**config.mk**
```make
export PLATFORM = sky130hd
export DESIGN_NAME = prog_loader
export DESIGN_NICKNAME = d
export VERILOG_FILES = /design/src/rtl/prog_loader_pkg.sv /design/src/rtl/prog_loader.sv
export SDC_FILE = /design/constraint.sdc
export NUM_CORES = 1
export LEC_CHECK = 0
export BUFFER_PORTS_ARGS = -buffer_cell sky130_fd_sc_hd__buf_2
export CELL_PAD_IN_SITES_DETAIL_PLACEMENT = 1
export CELL_PAD_IN_SITES_GLOBAL_PLACEMENT = 1
export CORE_MARGIN = 2
export CORE_UTILIZATION = 42
export CTS_CLUSTER_DIAMETER = 200
export DETAILED_ROUTE_END_ITERATION = 10
export GPL_TIMING_DRIVEN = 0
export PLACE_DENSITY = 0.75
export RECOVER_POWER = 25
export REMOVE_ABC_BUFFERS = 1
export SETUP_SLACK_MARGIN = 0.05
export SLEW_MARGIN = 20
export SYNTH_ARGS = -nofsm -noshare
export SYNTH_HDL_FRONTEND = slang
export SYNTH_SLANG_ARGS = --single-unit
```
**constraint.sdc**
```tcl
create_clock -name CLK -period 2.2 [get_ports CLK]
set_input_delay 0.22 -clock CLK [delete_from_list [all_inputs] [get_ports CLK]]
set_output_delay 0.22 -clock CLK [all_outputs]
set_load 0.01 [all_outputs]
```
**src/rtl/prog_loader_pkg.sv**
```systemverilog
// Shared types and constants for the program-memory bootloader.
package prog_loader_pkg;

  // Loader FSM states, in frame order.
  typedef enum logic [3:0] {
    ST_IDLE,
    ST_CNT_HI,
    ST_CNT_LO,
    ST_B0,
    ST_B1,
    ST_B2,
    ST_WRITE,
    ST_CHK,
    ST_DONE,
    ST_ERR
  } state_t;

  // Default frame start marker.
  localparam logic [7:0] SYNC_BYTE_DEFAULT = 8'hA5;

  // Each 18-bit instruction arrives as three bytes: B0 (2 bits), B1, B2.
  localparam int BYTES_PER_WORD = 3;
  localparam int WORD_W         = 18;

  // Assemble an instruction word from its three byte fields.
  function automatic logic [WORD_W-1:0] pack_word(
    input logic [1:0] top,
    input logic [7:0] mid,
    input logic [7:0] low
  );
    return {top, mid, low};
  endfunction

endpackage

```
**src/rtl/prog_loader.sv**
```systemverilog
// Byte-stream bootloader for the RAT MCU program memory. Accepts a framed
// image (SYNC, count, 3-byte words, XOR checksum), writes the words into
// memory sequentially while holding the CPU in reset, and otherwise passes
// the CPU fetch address straight through to the memory.
module prog_loader
  import prog_loader_pkg::*;
#(
  parameter int          ADDR_W    = 10,
  parameter int          DATA_W    = 18,
  parameter logic [7:0]  SYNC_BYTE = SYNC_BYTE_DEFAULT
) (
  input  logic              CLK,
  input  logic              RST_N,
  input  logic [7:0]        RX_DATA,
  input  logic              RX_VALID,
  output logic              RX_READY,
  input  logic [ADDR_W-1:0] CPU_ADDR,
  output logic [ADDR_W-1:0] MEM_ADDR,
  output logic [DATA_W-1:0] MEM_WDATA,
  output logic              MEM_WE,
  output logic              CPU_HOLD,
  output logic              LOAD_DONE,
  output logic              LOAD_ERR
);

  state_t              state_q;
  state_t              state_d;
  logic [ADDR_W-1:0]   wr_addr_q;
  logic [ADDR_W-1:0]   count_q;
  logic [DATA_W-1:0]   word_q;
  logic [DATA_W-1:0]   wdata_q;
  logic [7:0]          chk_q;
  logic                load_err_q;

  logic                rx_ready;
  logic                accept;
  logic                is_sync;
  logic                last_word;
  logic                mem_we;
  logic                cpu_hold;
  logic                load_done;

  // The loader only stalls the byte stream while it is busy writing a word
  // or signalling completion; everywhere else a byte is taken immediately.
  assign rx_ready  = !(state_q == ST_WRITE || state_q == ST_DONE);
  assign accept    = RX_VALID && rx_ready;
  assign is_sync   = (RX_DATA == SYNC_BYTE);
  assign last_word = (wr_addr_q == count_q);

  // FSM state register.
  always_ff @(posedge CLK) begin
    if (!RST_N) begin
      state_q <= ST_IDLE;
    end else begin
      state_q <= state_d;
    end
  end

  // Next-state and control outputs; the CPU is held in every state that is
  // part of a load, including the error state, and released in DONE.
  always_comb begin
    state_d   = state_q;
    mem_we    = 1'b0;
    cpu_hold  = 1'b1;
    load_done = 1'b0;
    case (state_q)
      ST_IDLE: begin
        cpu_hold = 1'b0;
        if (accept && is_sync) state_d = ST_CNT_HI;
      end
      ST_CNT_HI: if (accept) state_d = ST_CNT_LO;
      ST_CNT_LO: if (accept) state_d = ST_B0;
      ST_B0:     if (accept) state_d = ST_B1;
      ST_B1:     if (accept) state_d = ST_B2;
      ST_B2:     if (accept) state_d = ST_WRITE;
      ST_WRITE: begin
        mem_we  = 1'b1;
        state_d = last_word ? ST_CHK : ST_B0;
      end
      ST_CHK: begin
        if (accept) state_d = (RX_DATA == chk_q) ? ST_DONE : ST_ERR;
      end
      ST_DONE: begin
        cpu_hold  = 1'b0;
        load_done = 1'b1;
        state_d   = ST_IDLE;
      end
      ST_ERR: begin
        if (accept && is_sync) state_d = ST_CNT_HI;
      end
      default: state_d = ST_IDLE;
    endcase
  end

  // Frame datapath: count capture, word assembly, running checksum, write
  // address advance and the latched error flag.
  always_ff @(posedge CLK) begin
    if (!RST_N) begin
      wr_addr_q  <= '0;
      count_q    <= '0;
      word_q     <= '0;
      wdata_q    <= '0;
      chk_q      <= '0;
      load_err_q <= 1'b0;
    end else begin
      case (state_q)
        ST_IDLE, ST_ERR: begin
          if (accept && is_sync) begin
            wr_addr_q  <= '0;
            chk_q      <= '0;
            load_err_q <= 1'b0;
          end
        end
        ST_CNT_HI: begin
          if (accept) count_q[9:8] <= RX_DATA[1:0];
        end
        ST_CNT_LO: begin
          if (accept) count_q[7:0] <= RX_DATA;
        end
        ST_B0: begin
          if (accept) begin
            word_q[17:16] <= RX_DATA[1:0];
            chk_q         <= chk_q ^ RX_DATA;
          end
        end
        ST_B1: begin
          if (accept) begin
            word_q[15:8] <= RX_DATA;
            chk_q        <= chk_q ^ RX_DATA;
          end
        end
        ST_B2: begin
          if (accept) begin
            word_q[7:0] <= RX_DATA;
            chk_q       <= chk_q ^ RX_DATA;
            // Separate write-data register so MEM_WDATA stays stable while
            // the next word is being assembled.
            wdata_q     <= pack_word(word_q[17:16], word_q[15:8], RX_DATA);
          end
        end
        ST_WRITE: begin
          // The final word leaves the address in place, so a full-depth
          // image ends at the top address without wrapping.
          if (!last_word) wr_addr_q <= wr_addr_q + ADDR_W'(1);
        end
        ST_CHK: begin
          if (accept && (RX_DATA != chk_q)) load_err_q <= 1'b1;
        end
        default: ;
      endcase
    end
  end

  assign RX_READY  = rx_ready;
  assign MEM_ADDR  = cpu_hold ? wr_addr_q : CPU_ADDR;
  assign MEM_WDATA = wdata_q;
  assign MEM_WE    = mem_we;
  assign CPU_HOLD  = cpu_hold;
  assign LOAD_DONE = load_done;
  assign LOAD_ERR  = load_err_q;

endmodule

```
==> impl_metrics.json, run 1 <==
{
  "cts.sinks": 61,
  "max_freq_ghz": 0.491,
  "cp_data_arrival_time_ns": 2.23,
  "syn_inst": 356,
  "rrSetupSlack_ns": 0.16,
  "drc": 0,
  "avgRoutedWirePerCell_um": 15.6,
  "yosysTopAreaCell": "dfxtp_1",
  "synth_top_area_share_pct": 38.9,
  "multi_input_area_um2": 1870,
  "core_area_um2": 7250,
  "total_power_w": 0.00210,
  "numCtsBuffers": 9,
  "endpoint_kind": "flop",
  "regArea_um2": 1230,
  "yosys.cell_count.top_type": "dfxtp_1",
  "maxCapViolations": 0,
  "clkLatencyLatePin_ns": 0.33,
  "rsz0062_at_grt": "false",
  "clk_pin_slew_ns": 0.07,
  "syn_area_per_cell_um2": 8.82,
  "vias_per_cell": 5.34,
  "antenna_cells": 0,
  "yosys_warnings": 0,
  "grt_use_total_pct": 19.9,
  "dieArea_um2": 8180,
  "cts_tree": "built",
  "synth_area_um2": 3140,
  "grt_max_degree": 65,
  "final_cell_area_um2": 3660,
  "critPathRequiredTime_ns": 2.39,
  "start_util_pct": 43.3,
  "status": "complete, no violations",
  "htreeDepth": 3,
  "synth-edff-count": 0,
  "synth_top_flop_cell": "dfxtp_1",
  "placementRows": 31,
  "hpwl_mm": 5.40,
  "die_w_um": 90.5,
  "holdPathStages": 3,
  "pin_count": 54,
  "dpl_cell_area_um2": 3460,
  "dp.cells": 488,
  "finalCriticalPeriod_ns": 2.04,
  "place_congestion": 0.777,
  "drv_slew": 0,
  "grt_pass1_vias": 2701,
  "grt_pass1_wl_mm": 13.2,
  "ys_types": 46,
  "portBuffers": 53,
  "drtPass1Iterations": 4,
  "netlist_top_cells_count": "dfxtp_1 (61), nand2_1 (56), nor2b_1 (24), mux2i_1 (22)",
  "routed_wl_mm": 7.88,
  "timing.final.crit_share_pct": 92.6,
  "antenna_left": 0,
  "synth-seq-cells": 61,
  "cp_max_fo": 8,
  "cts_root_buf": "clkbuf_8",
  "synth.area.top_cells": "dfxtp_1 (39%), mux2i_1 (7.0%), nand2_1 (6.7%)",
  "critPathLaunchType": "flop",
  "die_h_um": 90.5,
  "vias": 2695,
  "nFillCells": 904,
  "cts_hold_buf": 0,
  "r2r.worst_path.cells": 5,
  "fin_skew_ns": 0.0108,
  "antenna_found_initial": 0,
  "setup_viol": 0,
  "path_class": "reg2reg",
  "syn2layout_area_growth_pct": 16.7,
  "hold_viol_final": 0,
  "yosysSeqAreaShare_pct": 38.9,
  "leakage_nw": 1.48,
  "hold_ws_ns": 0.217,
  "synthArstFlopShare_pct": 0,
  "clock_path_buffers": 2,
  "ir_drop_uv": 354,
  "max-slew-margin-rel_pct": 50.6,
  "final_nets": 423,
  "hold_class": "in2reg",
  "final_layout_size_suffix_gt1_share_pct": 18.7,
  "drt_first_iter_violations": 57,
  "tightest_slew_ns": 0.741,
  "power_density_nw_per_um2": 575,
  "layout.cells.non_filler": 505,
  "globalRouteOverflowTotal": 0
}
cell families after synthesis:
logic type,count (synthesis),share of synthesized area [%]
DFF,61,38.9
and+or+nand+nor,159,27.8
AOI/OAI and AO/OA,60,14.1
buffers and inverters,24,2.95
muxes,31,10.2
adders and majority gates,1,0.399
xor gates and xnor gates,20,5.58
per-layer routing:
metal / routed length (um) / global-route usage [%]
met1: 3800 / 26.4
met2: 3850 / 32.6
met3: 158 / 3.92
met4: 74 / 6.28
met5: 0 / 0
flip-flops by register name, summed over array words and instances (netlist names):
name / flops
state_q: 4
wr_addr_q: 10
count_q: 10
LOAD_ERR: 1
MEM_WDATA: 18
word_q: 10
chk_q: 8
stage by stage:
stage	setup WS [ns]	TNS, ns	utilization, %
after floorplan	-0.242	-2.00	-
after detailed placement	-0.179	-1.42	47.7
final	0.164	0	50.5
after CTS	0.0697	0	50.4
after global placement	-0.716	-11.40	47.5
after global routing	0.0617	0	50.5
worst max-delay path, cell delays in order, from the launching register on:
cell     delay, ns
dfxtp_1       0.50
xor2_1        0.15
nor4_2        0.61
a31oi_2       0.31
a31oi_1       0.23
o21ai_0       0.10
final timing paths:
check,start,to
setup reg to reg,wr_addr_q[6],wr_addr_q[2]
hold reg to reg,MEM_WDATA[6],MEM_WDATA[6]
hold / removal,RX_DATA[7],MEM_WDATA[7]
setup / recovery,wr_addr_q[6],wr_addr_q[2]
report_power, final:
group | total (W) | switching, W | internal [W]
clock network | 0.000889 | 0.000418 | 0.000472
registers | 0.00110 | 0.000000552 | 0.00110
logic | 0.000112 | 0.0000627 | 0.0000491
total | 0.00210 | 0.000481 | 0.00162
placed cells by master (no fill, tap or decap), drive strengths merged, types with 2 or more instances in the layout:
master / instances
xor2: 19
nor2: 15
and4b: 3
mux2i: 22
a211o: 8
a21boi: 19
dfxtp: 61
nand2: 56
a31oi: 3
and2: 2
inv: 3
nand3: 10
clkbuf: 35
nor3b: 16
mux2: 9
and3: 6
nor2b: 24
nand2b: 6
nor3: 3
o21a: 2
o211ai: 2
nor4: 5
nand4: 5
nand3b: 3
buf: 35
o21ai: 14
a21oi: 4
cell type report:
cell class / count / area share (%)
Clock buffer: 15 / 4.54
Clock inverter: 1 / 0.137
Inverter: 3 / 0.307
Multi-Input combinational cell: 271 / 51.0
Sequential cell: 61 / 33.5
Tap cell: 99 / 3.38
Timing Repair Buffer: 55 / 7.07
what timing repair did:
| action | CTS | global route |
|---|---|---|
| resized for setup | 5 | 7 |
| pin swaps | 0 | 1 |
| buffers inserted | 0 | 1 |
| hold endpoints to repair | 0 | 0 |
| endpoints found under the setup margin | 17 | 52 |
Power figures use the tool's default switching activity.
==> inputs of run 2 (changes only) <==
CORE_UTILIZATION = 45   (was 42)
CTS_CLUSTER_SIZE = 28   (was unset)
PLACE_DENSITY = 0.8   (was 0.75)
clock period = 2.5 ns   (was 2.2 ns; I/O delays follow)
==> run 2 against run 1 <==
Non-clock buffer count decreased by 1; largest cell class unchanged; critical endpoint is now MEM_ADDR[8]; sequential share of layout area rose by 0.13 points; clock skew decreased by 0.0011 ns; utilization up 3.3 points; combinational power shrank 13%; highest routed layer unchanged; worst setup slack better by 0.12 ns; count of clock-buffer cells in the layout fell by 5; register-to-register slack gained 0.12 ns.
==> impl_metrics.json, run 2 (synthesis gave the netlist of run 1 again) <==
{
  "status": "complete, no violations",
  "critPathLaunchType": "flop",
  "grt_pass1_vias": 2754,
  "grt_busiest_layer": "met2",
  "final_nets": 422,
  "drv_slew": 0,
  "hpwl_mm": 5.54,
  "cp_max_fo": 16,
  "grt_pass1_wl_mm": 13.7,
  "syn2layout_area_growth_pct": 15.7,
  "path_class": "reg2out",
  "pwr-share-clk_pct": 46.2,
  "use_met1_pct": 30.2,
  "die_w_um": 87.5,
  "vias_per_cell": 5.60,
  "antenna_cells": 0,
  "cts_setup_buffers": 0,
  "cp_top_family": "flip-flops",
  "mostFrequentLayoutCell": "dfxtp_1",
  "drc": 0,
  "utilization_pct": 53.8,
  "hold_class": "in2reg",
  "pin_count": 54,
  "vias": 2718,
  "antenna_found_initial": 0,
  "max-slew-margin-rel_pct": 34.7,
  "ir_drop_uv": 416,
  "globalRouteOverflowTotal": 0,
  "clk_pin_slew_ns": 0.08,
  "grt_use_total_pct": 23.0,
  "pwr-share-seq_pct": 48.9,
  "finalCriticalPeriod_ns": 2.22,
  "swShare_pct": 24.2,
  "internal_power_w": 0.00151,
  "endpoint_kind": "output pin",
  "numCtsBuffers": 9,
  "power_switching_w": 0.000480,
  "critPathMaxStageDelay_ns": 0.49,
  "portBuffers": 53,
  "dieArea_um2": 7660,
  "gr-usage-met3_pct": 4.45,
  "leakage_nw": 1.49,
  "layout_common_cells": "dfxtp_1 (60), nand2_1 (56), buf_2 (34)",
  "cts_root_buf": "clkbuf_8",
  "drt_first_iter_violations": 113,
  "maxCapViolations": 0,
  "clock_path_buffers": 2,
  "timing.final.crit_share_pct": 88.7,
  "critPathRequiredTime_ns": 2.25,
  "cp_num_buf_inv": 2,
  "cp_cell_sequence": "nor3_2, buf_4, mux2_2, buf_2",
  "fin_skew_ns": 0.00973,
  "max_freq_ghz": 0.451,
  "final_layout_size_suffix_gt1_share_pct": 17.8,
  "antenna_left": 0,
  "cts.sinks": 61,
  "drtPass1Iterations": 4,
  "combPwrFrac_pct": 4.9,
  "start_util_pct": 46.5,
  "cp_data_arrival_time_ns": 1.97,
  "hold_ws_ns": 0.227,
  "avgRoutedWirePerCell_um": 16.6,
  "grt_max_degree": 65,
  "cts_tree": "built",
  "htreeDepth": 3,
  "rsz0062_at_grt": "false",
  "routed_wl_mm": 8.04,
  "die_h_um": 87.5,
  "power_density_nw_per_um2": 547,
  "grtUsageMet2_pct": 37.7,
  "setup_viol": 0,
  "cp_slowest_cell": "dfxtp_1",
  "tightest_slew_ns": 0.980,
  "clkLatencyLatePin_ns": 0.35,
  "placementRows": 30,
  "largest_register_ffs": 18,
  "core_area_um2": 6760,
  "hold_viol_final": 0,
  "place_congestion": 0.814
}
## run 2: cell count changes in the layout (fill, tap and decap cells not counted), moves of 2 or more
| cell | change |
|---|---|
| clkbuf_1 | -4 |
| clkinv_4 | +2 |
| clkinvlp_4 | +2 |
| dfxtp_1 | +2 |
| nor2_1 | +2 |
| nor2_2 | -2 |
| nor4_1 | +2 |
| nor4_2 | -2 |
## run 2: timing repair
item                                    in CTS  in global routing
hold buffers                                 0                  0
endpoints found under the setup margin       0                  2
gates resized for setup                      0                  2
hold endpoints to repair                     0                  0
## run 2: power by group through the flow
stage          clock network [W]  registers (W)  logic [W]
2_1_floorplan                  0       0.000994  0.0000395
3_3_place_gp                   0       0.000994  0.0000961
3_5_place_dp                   0       0.000994  0.0000984
4_1_cts                 0.000937       0.000971  0.0000990
5_1_grt                 0.000998       0.000971   0.000108
6_report                0.000918       0.000972  0.0000979
## run 2: final cells by class
| type | count | area [um2] |
|---|---|---|
| inverter | 3 | 11.3 |
| clock buffer | 10 | 138 |
| multi-input combinational | 271 | 1840 |
| clock inverter | 6 | 71.3 |
| fill | 826 | 3120 |
| timing repair buffer | 54 | 249 |
| sequential | 61 | 1220 |
| tap | 80 | 100 |
## run 2: path summary, 6_finish.rpt
path	startpoint	endpoint	slack, ns	cells past startpoint
setup reg to reg	state_q[2]	chk_q[3]	0.28	5
setup / recovery	state_q[2]	MEM_ADDR[8]	0.28	4
hold reg to reg	MEM_WDATA[0]	MEM_WDATA[0]	0.47	2
hold / removal	RX_DATA[7]	MEM_WDATA[7]	0.23	3
## run 2: stage by stage
| stage | TNS (ns) | setup slack, ns | cell area (um2) | total power [W] | std cells |
|---|---|---|---|---|---|
| 5_1_grt | 0 | 0.0858 | 3630 | 0.00208 | 485 |
| 3_3_place_gp | -5.23 | -0.433 | 3420 | 0.00109 | 468 |
| 3_5_place_dp | 0 | 0.0531 | 3440 | 0.00109 | 469 |
| 4_1_cts | 0 | 0.192 | 3650 | 0.00201 | 485 |
| 6_report | 0 | 0.283 | 3630 | 0.00199 | 485 |
| 2_1_floorplan | 0 | 0.0581 | 3060 | 0.00103 | 335 |
## run 2: routing by layer
| metal | vias to the layer above | wire length, um |
|---|---|---|
| met3 | 12 | 332 |
| li1 | 1337 | - |
| met2 | 53 | 3940 |
| met4 | 0 | 119 |
| met1 | 1316 | 3640 |
| met5 | - | 0 |
## run 2: worst reg2reg max path, cell delays in order (launching register included)
cell      delay (ns)
dfxtp_1         0.49
and4bb_2        0.44
a21oi_2         0.28
nand3_4         0.17
o31a_4          0.43
a211o_1         0.31
